$ cat config.mk
export PLATFORM = sky130hd
export DESIGN_NAME = prog_counter_flat
export DESIGN_NICKNAME = d
export VERILOG_FILES = /design/src/rtl/prog_counter_pkg.sv /design/src/rtl/prog_counter_if.sv /design/src/rtl/prog_counter_prescaler.sv /design/src/rtl/prog_counter.sv /design/src/flat_wrapper.sv
export SDC_FILE = /design/constraint.sdc
export NUM_CORES = 1
export LEC_CHECK = 0
export ABC_CLOCK_PERIOD_IN_PS = 4650
export BUFFER_PORTS_ARGS = -buffer_cell sky130_fd_sc_hd__buf_2
export CAP_MARGIN = 10
export CORE_ASPECT_RATIO = 1.25
export CORE_UTILIZATION = 25
export CTS_CLUSTER_SIZE = 40
export DETAILED_ROUTE_END_ITERATION = 10
export HOLD_SLACK_MARGIN = 0.02
export PLACE_DENSITY = 0.39
export SLEW_MARGIN = 30
export SYNTH_ARGS = -nofsm -noshare
export SYNTH_HDL_FRONTEND = slang
export SYNTH_SLANG_ARGS = --single-unit
$ cat constraint.sdc
create_clock -name clk -period 4.65 [get_ports clk]
set_input_delay 0.2325 -clock clk [delete_from_list [all_inputs] [get_ports clk]]
set_output_delay 0.2325 -clock clk [all_outputs]
set_load 0.01 [all_outputs]
$ cat src/rtl/prog_counter_pkg.sv
// prog_counter_pkg
// Shared types and default constants for the programmable count-step counter.
//   dir_e           : count direction encoding (matches the dir port level)
//   mode_e          : limit behaviour encoding (matches the sat_mode port level)
//   DIV_10HZ_100MHZ : default prescaler ratio, one step every 100 ms at 100 MHz
//   MOD_4DIGIT      : default modulus for a four-digit display
package prog_counter_pkg;

    typedef enum logic {DIR_DOWN = 1'b0, DIR_UP = 1'b1} dir_e;
    typedef enum logic {MODE_WRAP = 1'b0, MODE_SAT = 1'b1} mode_e;

    localparam int DIV_10HZ_100MHZ = 10_000_000;
    localparam int MOD_4DIGIT      = 10_000;

endpackage

$ cat src/rtl/prog_counter_if.sv
// prog_counter_if
// Control/status bundle between the control FSM, the counter and the SPI
// transmitter.
//   clear, run_stop, dir, sat_mode, load, load_value : control (master -> slave)
//   count, wrap_tick, at_limit                       : status  (slave -> master)
// MODULO must match the MODULO of the attached prog_counter.
interface prog_counter_if
    import prog_counter_pkg::*;
#(
    parameter int MODULO = MOD_4DIGIT
);
    localparam int WIDTH = $clog2(MODULO);

    logic             clear;
    logic             run_stop;
    logic             dir;
    logic             sat_mode;
    logic             load;
    logic [WIDTH-1:0] load_value;
    logic [WIDTH-1:0] count;
    logic             wrap_tick;
    logic             at_limit;

    modport master (
        output clear, run_stop, dir, sat_mode, load, load_value,
        input  count, wrap_tick, at_limit
    );

    modport slave (
        input  clear, run_stop, dir, sat_mode, load, load_value,
        output count, wrap_tick, at_limit
    );

endinterface

$ cat src/rtl/prog_counter_prescaler.sv
// prog_prescaler
// Divides the running clock into a count-step enable: while run_stop is high
// the phase counter walks 0..DIV-1 and step_en is high on the last phase.
// While paused the phase is frozen, so no partial interval is lost.
//   clk, rst_n : clock, asynchronous active-low reset
//   clear      : synchronous restart of the phase at 0
//   reload     : synchronous restart of the phase at 0 (driven from load)
//   run_stop   : 1 = advance phase, 0 = hold phase
//   step_en    : combinational step enable for the counter
module prog_prescaler #(
    parameter int DIV = 10_000_000
) (
    input  logic clk,
    input  logic rst_n,
    input  logic clear,
    input  logic reload,
    input  logic run_stop,
    output logic step_en
);
    // A one-bit phase register is kept for DIV=1; it simply stays at zero.
    localparam int PW = (DIV > 1) ? $clog2(DIV) : 1;
    localparam logic [PW-1:0] LAST_PHASE = PW'(DIV - 1);
    localparam logic [PW-1:0] PH_ZERO    = {PW{1'b0}};
    localparam logic [PW-1:0] PH_ONE     = PW'(1);

    logic [PW-1:0] phase_q;
    logic [PW-1:0] phase_d;

    assign step_en = run_stop && (phase_q == LAST_PHASE);

    // Next phase: restart, advance with rollover, or hold.
    always_comb begin
        phase_d = phase_q;
        if (clear || reload) begin
            phase_d = PH_ZERO;
        end else if (run_stop) begin
            if (phase_q == LAST_PHASE) begin
                phase_d = PH_ZERO;
            end else begin
                phase_d = phase_q + PH_ONE;
            end
        end else begin
            phase_d = phase_q;
        end
    end

    // Phase register.
    always_ff @(posedge clk or negedge rst_n) begin
        if (!rst_n) begin
            phase_q <= PH_ZERO;
        end else begin
            phase_q <= phase_d;
        end
    end

endmodule

$ cat src/rtl/prog_counter.sv
// prog_counter
// Modulo-MODULO up/down counter advanced once every DIV running clocks.
// Supports wrap or saturate at the limit, a clamped synchronous load, a
// one-cycle wrap pulse aligned with the wrapped count, and a limit flag.
//   clk, rst_n : clock, asynchronous active-low reset
//   bus        : control inputs and count/wrap_tick/at_limit outputs (slave side)
// Edge priority: clear > load > step > hold.
module prog_counter
    import prog_counter_pkg::*;
#(
    parameter int DIV    = DIV_10HZ_100MHZ,
    parameter int MODULO = MOD_4DIGIT
) (
    input  logic            clk,
    input  logic            rst_n,
    prog_counter_if.slave   bus
);
    localparam int WIDTH = $clog2(MODULO);
    localparam logic [WIDTH-1:0] MAX_CNT = WIDTH'(MODULO - 1);
    localparam logic [WIDTH-1:0] ZERO    = {WIDTH{1'b0}};
    localparam logic [WIDTH-1:0] ONE     = WIDTH'(1);

    logic [WIDTH-1:0] count_q;
    logic [WIDTH-1:0] count_d;
    logic             wrap_tick_q;
    logic             wrap_tick_d;
    logic             at_limit_q;
    logic             at_limit_d;
    logic             step_en_s;
    dir_e             dir_s;
    mode_e            mode_s;

    assign dir_s  = dir_e'(bus.dir);
    assign mode_s = mode_e'(bus.sat_mode);

    prog_prescaler #(
        .DIV (DIV)
    ) u_prescaler (
        .clk      (clk),
        .rst_n    (rst_n),
        .clear    (bus.clear),
        .reload   (bus.load),
        .run_stop (bus.run_stop),
        .step_en  (step_en_s)
    );

    // Values at or above MODULO are not representable counts; pin them to the top.
    function automatic logic [WIDTH-1:0] clamp_load(input logic [WIDTH-1:0] value);
        if (value > MAX_CNT) begin
            return MAX_CNT;
        end else begin
            return value;
        end
    endfunction

    // Next count and wrap pulse; at_limit follows the next count with the current dir.
    always_comb begin
        count_d     = count_q;
        wrap_tick_d = 1'b0;
        if (bus.clear) begin
            count_d = ZERO;
        end else if (bus.load) begin
            count_d = clamp_load(bus.load_value);
        end else if (step_en_s) begin
            if (dir_s == DIR_UP) begin
                if (count_q < MAX_CNT) begin
                    count_d = count_q + ONE;
                end else if (mode_s == MODE_WRAP) begin
                    count_d     = ZERO;
                    wrap_tick_d = 1'b1;
                end else begin
                    count_d = count_q;
                end
            end else begin
                if (count_q > ZERO) begin
                    count_d = count_q - ONE;
                end else if (mode_s == MODE_WRAP) begin
                    count_d     = MAX_CNT;
                    wrap_tick_d = 1'b1;
                end else begin
                    count_d = count_q;
                end
            end
        end else begin
            count_d = count_q;
        end
        at_limit_d = (dir_s == DIR_UP) ? (count_d == MAX_CNT) : (count_d == ZERO);
    end

    // Count and status registers; at_limit resets high because 0 is the down limit.
    always_ff @(posedge clk or negedge rst_n) begin
        if (!rst_n) begin
            count_q     <= ZERO;
            wrap_tick_q <= 1'b0;
            at_limit_q  <= 1'b1;
        end else begin
            count_q     <= count_d;
            wrap_tick_q <= wrap_tick_d;
            at_limit_q  <= at_limit_d;
        end
    end

    assign bus.count     = count_q;
    assign bus.wrap_tick = wrap_tick_q;
    assign bus.at_limit  = at_limit_q;

endmodule
$ cat src/flat_wrapper.sv
// flat-port wrapper written by rule: the top's interface ports become plain ports
module prog_counter_flat import prog_counter_pkg::*;
#(
    parameter int DIV    = DIV_10HZ_100MHZ,
    parameter int MODULO = MOD_4DIGIT
)
  (clk, rst_n, bus_clear, bus_run_stop, bus_dir, bus_sat_mode, bus_load, bus_load_value, bus_count, bus_wrap_tick, bus_at_limit);
  prog_counter_if #(.MODULO(MODULO)) bus_i ();
  input  logic clk;
  input  logic rst_n;
  input wire logic [$bits(bus_i.clear)-1:0] bus_clear;
  input wire logic [$bits(bus_i.run_stop)-1:0] bus_run_stop;
  input wire logic [$bits(bus_i.dir)-1:0] bus_dir;
  input wire logic [$bits(bus_i.sat_mode)-1:0] bus_sat_mode;
  input wire logic [$bits(bus_i.load)-1:0] bus_load;
  input wire logic [$bits(bus_i.load_value)-1:0] bus_load_value;
  output wire logic [$bits(bus_i.count)-1:0] bus_count;
  output wire logic [$bits(bus_i.wrap_tick)-1:0] bus_wrap_tick;
  output wire logic [$bits(bus_i.at_limit)-1:0] bus_at_limit;
  assign bus_i.clear = bus_clear;
  assign bus_i.run_stop = bus_run_stop;
  assign bus_i.dir = bus_dir;
  assign bus_i.sat_mode = bus_sat_mode;
  assign bus_i.load = bus_load;
  assign bus_i.load_value = bus_load_value;
  assign bus_count = bus_i.count;
  assign bus_wrap_tick = bus_i.wrap_tick;
  assign bus_at_limit = bus_i.at_limit;
  prog_counter #(.DIV(DIV), .MODULO(MODULO)) u_core (.clk(clk), .rst_n(rst_n), .bus(bus_i));
endmodule
# Word level (Yosys, flattened, before mapping)
# Cells that the tools add are included.
[word_totals]
word_cells = 36
in_bits = 21
regBits = 40
[classes]
n_mux = 20
n_eq_ne = 2
order_cmp = 3
add_sub_neg = 3
reduce_logical = 4
[ops]
columns = ["op", "count"]
rows = [
  ["$mux 14", 9],
  ["$mux 24", 3],
  ["$add 24x1->24 const B", 1],
  ["$eq 24x24->1 const B", 1],
  ["$add 14x1->14 const B", 1],
  ["$eq 14x14->1 const B", 1],
  ["$gt 14x1->1 const B", 1],
  ["$gt 14x14->1 const B", 1],
  ["$logic_not 14->1", 1],
  ["$lt 14x14->1 const B", 1],
  ["$sub 14x1->14 const B", 1],
  ["$mux 1", 8],
  ["$reduce_bool 2->1", 1],
  ["$logic_and 1x1->1", 1],
  ["$logic_or 1x1->1", 1],
]

# Logic depth before layout (Yosys ltp)
[logic_depth]
ltp_word = 8
depth_mapped = 11

# Hierarchy
# A second synthesis with hierarchy kept.
[unflattened]
cells_unflattened = 411
hier_area_um2 = 3383.2
[modules_own_cells]
columns = ["module", "instances", "seq_area_each_um2", "cells_each", "area_each_um2"]
rows = [
  ["prog_counter", 1, 401.6, 258, 1969.4],
  ["prog_prescaler", 1, 600.6, 153, 1413.9],
]

# Worst setup path before layout
# Ideal clock, no wire load.
[synth_path]
path_kind = "register -> register"
from = "register u_core.count_q[0] (netlist: u_core.bus.count[0])"
to = "register u_core.at_limit_q (netlist: u_core.bus.at_limit)"
path_slack_ns = 1.286
synth_period_minus_slack_ns = 3.364
required_ns = 4.545
stages_incl_launch_ff = 11
t_arrival_ns = 3.260
path_cell_list = "dfrtp_1 -> clkbuf_1 -> inv_1 -> ha_1 -> or3b_2 -> nor4_4 -> a221oi_2 -> o41ai_2 -> nand4_1 -> or4_1 -> a2111oi_2"
[synth_between]
elab_chain_len = 8
word_cells_on_any_way = 15
[synth_rtl]
columns = ["element", "line_no", "source"]
rows = [
  ["start: declaration", "prog_counter.sv:23", "logic [WIDTH-1:0] count_q;"],
  ["start signal: assignment", "prog_counter.sv:97", "count_q <= count_d;"],
  ["$sub 14x1->14, or another cell as far along", "prog_counter.sv:76", "count_d = count_q - ONE;"],
  ["$mux 14, on equally long branches", "prog_counter.sv:75, prog_counter.sv:66", ""],
  ["$mux 14", "prog_counter.sv:65", "if (dir_s == DIR_UP) begin"],
  ["$mux 14 (*)", "prog_counter.sv:64", "end else if (step_en_s) begin"],
  ["$mux 14 (*)", "prog_counter.sv:62", "end else if (bus.load) begin"],
  ["$mux 14 (*)", "prog_counter.sv:60", "if (bus.clear) begin"],
  ["$eq 14x14->1 / $logic_not 14->1 (equally long branches)", "prog_counter.sv:87", "at_limit_d = (dir_s == DIR_UP) ? (count_d == MAX_CNT) : (count_d == ZERO);"],
  ["$mux 1 (*)", "prog_counter.sv:87", ""],
  ["named net u_core.at_limit_d", "prog_counter.sv:28", "logic at_limit_d;"],
  ["end signal: assignment", "prog_counter.sv:99", "at_limit_q <= at_limit_d;"],
  ["end: declaration", "prog_counter.sv:27", "logic at_limit_q;"],
]
# The timed path passes the listed nets; every way through them passes the cells marked *.
# A chain may end at the register's enable or synchronous reset.

# Worst setup path in the final report
[layout_path]
from = "register u_core.count_q[1] (netlist: u_core.bus.count[1])"
to = "register u_core.at_limit_q (netlist: u_core.bus.at_limit)"
# The elaborated chain is that of the path after synthesis.

==> flow_metrics.env <==
export IMPL_period_share_pct=80.8
export IMPL_clockBufferDepth=2
export IMPL_syn_nets=470
export IMPL_area_growth_syn_to_layout_pct=14.3
export IMPL_cts_root_buffer="clkbuf_16"
export IMPL_worst_r2r_path_depth=10
export IMPL_cts_tree="built"
export IMPL_cp_slowest_cell="nor4_4"
export IMPL_synth_edf_count=0
export IMPL_arrival_ns=3.94
export IMPL_drt_pass1_iter_count=5
export IMPL_coreArea_mm2=0.0133
export IMPL_ant_nets=0
export IMPL_setup_worst_path_class="reg2reg"
export IMPL_ys_ff_latch=40
export IMPL_endpoint="u_core.bus.at_limit$_DFF_PN1_"
export IMPL_synthTopCellsByArea="dfrtp_1 (29%), o21ai_0 (6.0%), nor2_1 (5.1%)"
export IMPL_antenna_found_initial=0
export IMPL_clk_pin_slew_ns=0.06
export IMPL_grt_max_degree=41
export IMPL_hold_viol=0
export IMPL_rsz0062_at_grt="no"
export IMPL_status="complete, no violations"
export IMPL_r2r_slack_ns=0.89
export IMPL_drt_iter0_drc=180
export IMPL_ys_warn_count=0
export IMPL_yosysMostFrequentCell="nor2_1"
export IMPL_route_detailed_drc=0
export IMPL_grt_pass1_vias=3623
export IMPL_worst_setup_path_start_kind="flop"
export IMPL_die_y_um=133
export IMPL_final_max_slew_violation_count=0
export IMPL_worstSkewPairLatency_ns=0.28
export IMPL_synth_async_reset_ratio_pct=100
export IMPL_critPathLaunch="u_core.bus.count[1]$_DFF_PN0_"
export IMPL_num_rows=47
export IMPL_cp_end_kind="flop"
export IMPL_wl_um=12600
export IMPL_post_cts_setup_buffer_count=0
export IMPL_crit_fanout=10
export IMPL_die_x_um=106
export IMPL_ys_flop_type="dfrtp_1"
export IMPL_drive_gt1_share_pct=16.0
export IMPL_yosys_area_top_type="dfrtp_1"
export IMPL_htreeDepth=2
export IMPL_total_power_uw=941
export IMPL_cts_buffers=5
export IMPL_maxCapViolations=0
export IMPL_vias_per_cell=5.85
export IMPL_holdCritPathClass="in2reg"
export IMPL_grt_pass1_wl_um=20100
export IMPL_setup_viol=0
export IMPL_io_buffers=36
export IMPL_grtUsageTotal_pct=18.5
export IMPL_synth_top_area_share_pct=28.6
export IMPL_gp_congestion=0.901
export IMPL_fin_tns_setup_ns=0
export IMPL_fmax_mhz=266
export IMPL_num_antenna_cells=0
export IMPL_timing_rr_start="u_core.bus.count[1]$_DFF_PN0_"
export IMPL_cts_sinks=40
export IMPL_vias=3735
export IMPL_p_leak_uw=0.00153
export IMPL_peakVddDrop_uv=127
export IMPL_fillers=1486
export IMPL_crit_chain="inv_1, ha_1, or3b_2, nor4_4, o41ai_1, and4b_1, a211oi_1, nand3_1, or4_1, a2111oi_2"
export IMPL_synth_cells=446
export IMPL_min_period_ns=3.76
export IMPL_nets=491
export IMPL_syn_avg_cell_area_um2=7.64
export IMPL_grt_ovfl_total=0
export IMPL_critPathRequiredTime_ns=4.83
export IMPL_rr_endpoint="u_core.bus.at_limit$_DFF_PN1_"
export IMPL_start_util_pct=25.7
export IMPL_dpl_hpwl_um=9510
export IMPL_critPathMaxStageDelay_ns=0.64
export IMPL_cellPowerDensity_mw_per_mm2=242
export IMPL_syn_cell_area_mm2=0.00341
export IMPL_ioPinCount=37
export IMPL_ys_seq_area_share_pct=29.4
export IMPL_relSlewSlack_pct=50.0
export IMPL_routedWlPerCell_um=19.6
export IMPL_synth_common_cells="nor2_1 (46), nand2_1 (45), o21ai_0 (41)"
export IMPL_ys_types=70
export IMPL_skew_ns=0.00353
export IMPL_worst_slew_pin_slew_ns=0.731
export IMPL_die_area_mm2=0.0141
[area by class of cell]
class	count	area (um2)	share of cell area, %
Multi-Input combinational cell	356	2200	56.5
Inverter	17	63.8	1.64
Clock inverter	2	10.0	0.257
Timing Repair Buffer	47	268	6.87
Tap cell	171	214	5.49
Sequential cell	40	1000	25.7
Clock buffer	6	139	3.56
[worst max-delay path: cells and delay by family (launching register included)]
| family | cells | cell delay [ns] |
|---|---|---|
| AOI/OAI and AO/OA | 3 | 0.83 |
| adders and majority gates | 1 | 0.23 |
| and+or+nand+nor | 5 | 1.97 |
| DFF | 1 | 0.48 |
| buffers and inverters | 1 | 0.15 |
[registers in the layout, indices dropped and copies added, names as in the netlist]
signal                      flops
u_core.u_prescaler.phase_q     24
u_core.bus.count               14
u_core.bus.at_limit             1
u_core.bus.wrap_tick            1
[cell families (layout without fill, tap and decap cells)]
kind of cell	Yosys count	count (layout)	share of synthesized area, %
compound gates	140	140	28.3
xor+xnor	4	4	1.03
fa+ha+maj	3	3	1.10
buf+inv	50	72	6.09
flops	40	40	29.4
mux	3	3	0.881
simple gates	206	206	33.2
[metrics by stage]
stage	cell area [um2]	cells	setup slack [ns]	hold slack, ns	util, %
2_1_floorplan	3410	446	1.29	-0.0631	-
3_3_place_gp	3730	630	0.908	0.446	28.1
3_5_place_dp	3740	630	0.929	0.268	28.1
4_1_cts	3900	639	0.912	0.253	29.3
5_1_grt	3900	639	0.690	0.272	29.3
6_report	3900	639	0.894	0.253	29.3
[routing by layer]
layer	wire length (um)	part of all wire [%]	GRT usage [%]	vias to the layer above
li1	-	-	-	1748
met3	608	4.8	2.66	34
met2	6510	52	32.7	151
met5	0	0	0	-
met4	634	5.1	10.1	0
met1	4800	38	21.1	1802
[where the power goes]
part	switching, uW	internal [uW]
Sequential	22.8	357
Clock	144	212
Combinational	134	71.4
Total	301	640
[worst min path at each step]
stage / slack, ns / depth (start not counted) / start / to
after global placement: 0.45 / 1 / rst_n / u_core.u_prescaler.phase_q[3]$_DFFE_PN0P_
after floorplan: -0.06 / 0 / rst_n / u_core.bus.count[0]$_DFF_PN0_
after CTS: 0.25 / 3 / bus_load_value[6] / u_core.bus.count[6]$_DFF_PN0_
after detailed placement: 0.27 / 1 / rst_n / u_core.u_prescaler.phase_q[3]$_DFFE_PN0P_
final: 0.25 / 3 / bus_load_value[6] / u_core.bus.count[6]$_DFF_PN0_
after global routing: 0.27 / 3 / bus_load_value[7] / u_core.bus.count[7]$_DFF_PN0_
[cell usage in the layout, fill, tap and decap left out, types with 3 or more instances in the layout]
cell type	synthesis	layout
a311oi_1	3	3
a211oi_1	4	4
clkbuf_16	0	5
a311o_1	4	4
mux2i_1	3	3
o41ai_1	4	4
nor4_4	3	3
or4_1	11	11
nor3_1	19	19
a21oi_1	20	20
inv_1	17	17
o31ai_1	10	10
buf_2	4	35
buf_4	0	11
nand2_1	45	45
o311ai_0	3	3
o211ai_1	5	5
a2bb2oi_1	4	4
nand3_1	21	21
o21ai_0	41	41
ha_1	3	3
nand4_1	14	14
and4_1	4	4
a31oi_1	9	9
nor4bb_1	3	3
nor2_1	46	46
nor4_1	10	10
and3_1	5	5
or2_2	6	6
dfrtp_1	39	39
[timing repair]
item                                    in CTS  in global routing
hold buffers                                 1                  0
resized for setup                            0                  0
endpoints found under the hold margin       39                  0
endpoints found under the setup margin       0                  0
No activity file was read; power rests on OpenSTA's default activity.
